`src/rtl/prog_load_run_ctrl.sv`:
```
// Program loader and run sequencer for the single-cycle core.
// Owns imem writes and core reset, detects halt or budget expiry.
module prog_load_run_ctrl #(
  parameter int unsigned DATA_WIDTH = 32,
  parameter int unsigned ADDR_WIDTH = 6,
  parameter int unsigned CNT_WIDTH = 16,
  parameter int unsigned MAX_CYCLES = 1000,
  parameter logic [DATA_WIDTH-1:0] HALT_INSTR = 32'h0000006F
) (
  input  logic                  clk,
  input  logic                  arst_n,
  input  logic                  start,
  input  logic                  abort,
  input  logic [ADDR_WIDTH:0]   prog_len,
  input  logic                  in_valid,
  output logic                  in_ready,
  input  logic [DATA_WIDTH-1:0] in_instr,
  output logic                  mem_we,
  output logic [ADDR_WIDTH-1:0] mem_waddr,
  output logic [DATA_WIDTH-1:0] mem_wdata,
  output logic                  core_rst_n,
  input  logic [DATA_WIDTH-1:0] cur_instr,
  output logic                  busy,
  output logic                  done,
  output logic                  timeout,
  output logic [CNT_WIDTH-1:0]  cycle_count
);

  typedef enum logic [1:0] {
    IDLE,
    LOAD,
    RUN,
    DONE
  } state_t;

  localparam int unsigned DEPTH = 2 ** ADDR_WIDTH;
  localparam logic [ADDR_WIDTH:0] MAX_LEN = DEPTH[ADDR_WIDTH:0];
  localparam logic [ADDR_WIDTH:0] LEN_ONE = (ADDR_WIDTH + 1)'(1);
  localparam logic [CNT_WIDTH-1:0] LAST_CYCLE = CNT_WIDTH'(MAX_CYCLES - 1);
  localparam logic [CNT_WIDTH-1:0] CNT_ONE = CNT_WIDTH'(1);

  state_t state;
  state_t state_nxt;

  logic [ADDR_WIDTH:0] len_q;
  logic [ADDR_WIDTH:0] wcnt_q;

  logic start_ok;
  logic launch;
  logic accept;
  logic last_word;
  logic halt;
  logic budget_out;
  logic run_entry;
  logic run_stay;

  assign start_ok = start
                  && (prog_len != '0)
                  && (prog_len <= MAX_LEN);

  assign launch = !abort && start_ok
                && ((state == IDLE) || (state == DONE));

  assign in_ready = (state == LOAD);
  assign accept = in_valid && in_ready;
  assign last_word = (wcnt_q == (len_q - LEN_ONE));

  assign halt = (cur_instr == HALT_INSTR);
  assign budget_out = (cycle_count == LAST_CYCLE);

  assign run_entry = (state != RUN) && (state_nxt == RUN);
  assign run_stay = (state == RUN) && (state_nxt == RUN);

  // State register.
  always_ff @(posedge clk or negedge arst_n) begin
    if (!arst_n) begin
      state <= IDLE;
    end else begin
      state <= state_nxt;
    end
  end

  // Next-state decode; abort overrides everything.
  always_comb begin
    state_nxt = state;
    if (abort) begin
      state_nxt = IDLE;
    end else begin
      unique case (state)
        IDLE: if (start_ok) state_nxt = LOAD;
        LOAD: if (accept && last_word) state_nxt = RUN;
        RUN:  if (halt || budget_out) state_nxt = DONE;
        DONE: if (start_ok) state_nxt = LOAD;
        default: state_nxt = IDLE;
      endcase
    end
  end

  // Load path: latch length, count words, register imem writes.
  always_ff @(posedge clk or negedge arst_n) begin
    if (!arst_n) begin
      len_q     <= '0;
      wcnt_q    <= '0;
      mem_we    <= 1'b0;
      mem_waddr <= '0;
      mem_wdata <= '0;
    end else begin
      mem_we <= accept && !abort;
      if (launch) begin
        len_q  <= prog_len;
        wcnt_q <= '0;
      end
      if (accept && !abort) begin
        mem_waddr <= wcnt_q[ADDR_WIDTH-1:0];
        mem_wdata <= in_instr;
        wcnt_q    <= wcnt_q + LEN_ONE;
      end
    end
  end

  // Run path: core reset, status flags and cycle counter.
  always_ff @(posedge clk or negedge arst_n) begin
    if (!arst_n) begin
      core_rst_n  <= 1'b0;
      busy        <= 1'b0;
      done        <= 1'b0;
      timeout     <= 1'b0;
      cycle_count <= '0;
    end else begin
      core_rst_n <= (state_nxt == RUN);
      busy       <= (state_nxt == LOAD) || (state_nxt == RUN);
      done       <= (state_nxt == DONE);
      if (state_nxt != DONE) begin
        timeout <= 1'b0;
      end else if (state == RUN) begin
        timeout <= !halt;
      end
      if (run_entry) begin
        cycle_count <= '0;
      end else if (run_stay && (cycle_count != '1)) begin
        cycle_count <= cycle_count + CNT_ONE;
      end
    end
  end

endmodule

```
`config.mk`:
```
export PLATFORM = sky130hd
export DESIGN_NAME = prog_load_run_ctrl
export DESIGN_NICKNAME = d
export VERILOG_FILES = /design/src/rtl/prog_load_run_ctrl.sv
export SDC_FILE = /design/constraint.sdc
export NUM_CORES = 1
export LEC_CHECK = 0
export BUFFER_PORTS_ARGS = -buffer_cell sky130_fd_sc_hd__clkbuf_2
export CORE_MARGIN = 1
export CORE_UTILIZATION = 30
export CTS_BUF_LIST = sky130_fd_sc_hd__clkbuf_4 sky130_fd_sc_hd__clkbuf_8
export CTS_CLUSTER_DIAMETER = 120
export DETAILED_ROUTE_END_ITERATION = 16
export GPL_TIMING_DRIVEN = 0
export HOLD_SLACK_MARGIN = 0.1
export PLACE_DENSITY = 0.65
export SYNTH_ARGS = -nofsm -noshare
export SYNTH_HDL_FRONTEND = slang
export SYNTH_SLANG_ARGS = --single-unit
export TNS_END_PERCENT = 1
```
`constraint.sdc`:
```
create_clock -name clk -period 4.9 [get_ports clk]
set_input_delay 0.735 -clock clk [delete_from_list [all_inputs] [get_ports clk]]
set_output_delay 0.735 -clock clk [all_outputs]
set_load 0.1 [all_outputs]
```
==> flow_summary.toml <==
[floorplan]
die_y_um = 114
start_util_pct = 31.0
die_x_um = 114
die_area_mm2 = 0.0129
core_area_mm2 = 0.0121
ioPinCount = 136
rows = 40

[worst_hold_path]
hp-class = "primary input to asynchronous set/reset pin"

[placed_design]
place_congestion = 0.851
pre_cts_ws_ps = 846
portBuffers = 135
place_area_mm2 = 0.00465
dp_hpwl_um = 7410

[yosys]
syn-cell-area_mm2 = 0.00374
ys_async_sr_fraction_pct = 100
synth_seq_area_share_pct = 50.2
synth_edf_count = 0
ys_types = 55
yosys_most_used_dff = "dfrtp_1"
ys_warn_count = 0
synthTopCellsByArea = "dfrtp_1, nand2_1, ha_1"
synthCells = 405
syn_nets = 488
yosysMostFrequentCell = "nand2_1"
synthTopCellsByCount = "nand2_1, dfrtp_1, nand3_1, nor2_1, clkbuf_1"
synth.avg_cell_area_um2 = 9.22
synth_seq_cells = 75
yosysTopAreaCell = "dfrtp_1"
netlist.area_leader.share_pct = 50.2

[timing]
fmax_mhz = 268
layout_worst_path_cycle_share_pct = 76.1
fin_setup_tns_ps = 0
min_period_ps = 3730
whs_ps = 328
setup_slack_ps = 1170
grt_setup_unrepaired = "no"
finalSetupViolCount = 0
hold_violations = 0
worst_pin_slew_ps = 562
maxSlewViolCount = 0
fin_worst_skew_ps = 8.90
slew_headroom_pct = 62.7

[setup_path]
required_ps = 5180
crit_path_start_kind = "primary input"
crit_fanout = 10
cp-end-kind = "register"
r2r_cells = 14
cp.arrival_ps = 4010
crit_type = "primary input to register"

[grt]
grt_pass1_wl_um = 16600
use_met2_pct = 27.4
gr-total-overflow = 0
first_global_vias = 3461
use_met1_pct = 20.0
gr-usage-met3_pct = 4.73
antenna_found_initial = 0
grt_max_degree = 51
track_usage_pct = 16.4
grt.busiest_layer = "met2"

[clocking]
cts-root-buf = "clkbuf_8"
clock_path_buffers = 2
cts_tree = "built"
ctsResizeCount = 0
clock_sinks = 75
clk_latency_ps = 360
htree_levels = 3
clkTransAtPathRegs_ps = 70
post_cts_buffers = 0
postCtsHoldBufs = 0
numCtsBuffers = 9

[power_and_ir_drop]
clockPowerShare_pct = 25.8
power.internal_uw = 1100
vdd_ir_drop_max_mv = 0.187
p_per_area_mw_per_mm2 = 396
p_leak_uw = 0.00256
p_comb_share_pct = 34.7
swShare_pct = 43.1
p_seq_share_pct = 39.5
p_sw_uw = 829

[run]
drv_cap = 0

[cells_and_area]
layout-area-overhead-vs-synth_pct = 29.9
multi_input_area_mm2 = 0.00173
nFillCells = 1242
stdcell_area_mm2 = 0.00485
register_area_mm2 = 0.00188
fin_nets = 635
antenna_cells = 0
drive_gt1_share_pct = 31.4

[detailed_routing]
ant_nets = 0
firstDrtPassIters = 4
num_vias = 3480
drc = 0
wl_um = 9850
wl_per_cell_um = 13.6
via_per_inst = 4.80
drt_iter0_drc = 261

[run_status]
status = "completed"
[power by group through the flow]
stage,registers (µW),logic [µW],clock network (µW)
2_1_floorplan,1160,131,0
3_3_place_gp,768,657,0
3_5_place_dp,771,671,0
4_1_cts,760,672,524
5_1_grt,773,702,538
6_report,761,667,497
[cells by family after synthesis]
| group | Yosys count | share of synthesized area [%] |
|---|---|---|
| xor gates and xnor gates | 11 | 2.58 |
| AOI/OAI and AO/OA | 57 | 11.3 |
| DFF | 75 | 50.2 |
| buffers and inverters | 29 | 3.48 |
| muxes | 9 | 3.15 |
| adders and majority gates | 7 | 2.34 |
| and+or+nand+nor | 217 | 26.9 |
[path summary, 6_finish.rpt]
| kind | startpoint | to | slack [ps] |
|---|---|---|---|
| worst max-delay path | prog_len[1] | cycle_count[1]$_DFFE_PN0P_ | 1170 |
| worst min register to register | mem_wdata[15]$_DFFE_PN0P_ | mem_wdata[15]$_DFFE_PN0P_ | 480 |
| worst max register to register | len_q[0]$_DFFE_PN0P_ | cycle_count[1]$_DFFE_PN0P_ | 1420 |
| worst min-delay path | arst_n | cycle_count[12]$_DFFE_PN0P_ | 330 |
| max in group asynchronous | arst_n | mem_waddr[1]$_DFFE_PN0P_ | 4000 |
| min in group clk | mem_wdata[15]$_DFFE_PN0P_ | mem_wdata[15]$_DFFE_PN0P_ | 480 |
[metrics by stage]
step	util, %	power, µW	cells
2_1_floorplan	-	1290	405
3_3_place_gp	38.3	1420	708
3_5_place_dp	38.6	1440	709
4_1_cts	40.2	1960	725
5_1_grt	40.2	2010	725
6_report	40.2	1920	725
[cell type report]
class | count | area share, %
clock buffer | 14 | 3.45
sequential | 75 | 38.7
clock inverter | 2 | 0.722
buffer | 20 | 1.98
timing repair buffer | 136 | 14.5
multi-input combinational | 301 | 35.6
tap | 168 | 4.33
inverter | 9 | 0.696
[worst max-delay path: stages]
cell,delay (ps)
clkbuf_2,100
or4_4,550
or4_4,450
nand3_1,160
nand3_1,90
a31oi_1,320
ha_1,280
clkbuf_1,390
inv_1,110
clkbuf_1,280
a21oi_1,260
a22oi_1,100
o2bb2ai_1,170
[layer usage]
layer	vias to the layer above	part of all wire, %
met1	1643	43
met4	0	1.4
li1	1697	-
met5	-	0
met2	123	49
met3	17	6.1
[cells in the final DEF, fill, tap and decap left out, types with 3 or more instances in the layout]
| master | count |
|---|---|
| a21oi_1 | 11 |
| a31oi_1 | 6 |
| and3_1 | 7 |
| buf_1 | 3 |
| clkbuf_1 | 14 |
| clkbuf_2 | 134 |
| clkbuf_4 | 5 |
| clkbuf_8 | 10 |
| dfrtp_1 | 75 |
| ha_1 | 7 |
| inv_1 | 8 |
| mux2_4 | 5 |
| nand2_1 | 134 |
| nand2b_1 | 3 |
| nand3_1 | 17 |
| nand4_1 | 7 |
| nor2_1 | 17 |
| nor3_1 | 3 |
| nor4_1 | 8 |
| nor4b_1 | 3 |
| o21ai_0 | 6 |
| o311ai_0 | 3 |
| o31ai_1 | 3 |
| or4_1 | 3 |
| xnor2_1 | 7 |
| xor2_1 | 4 |
[sequential cells by signal (all words and copies together) (netlist names)]
name / count
mem_we: 1
state: 2
wcnt_q: 7
timeout: 1
mem_waddr: 6
core_rst_n: 1
len_q: 7
mem_wdata: 32
busy: 1
cycle_count: 16
done: 1
Power figures use the tool's default switching activity.
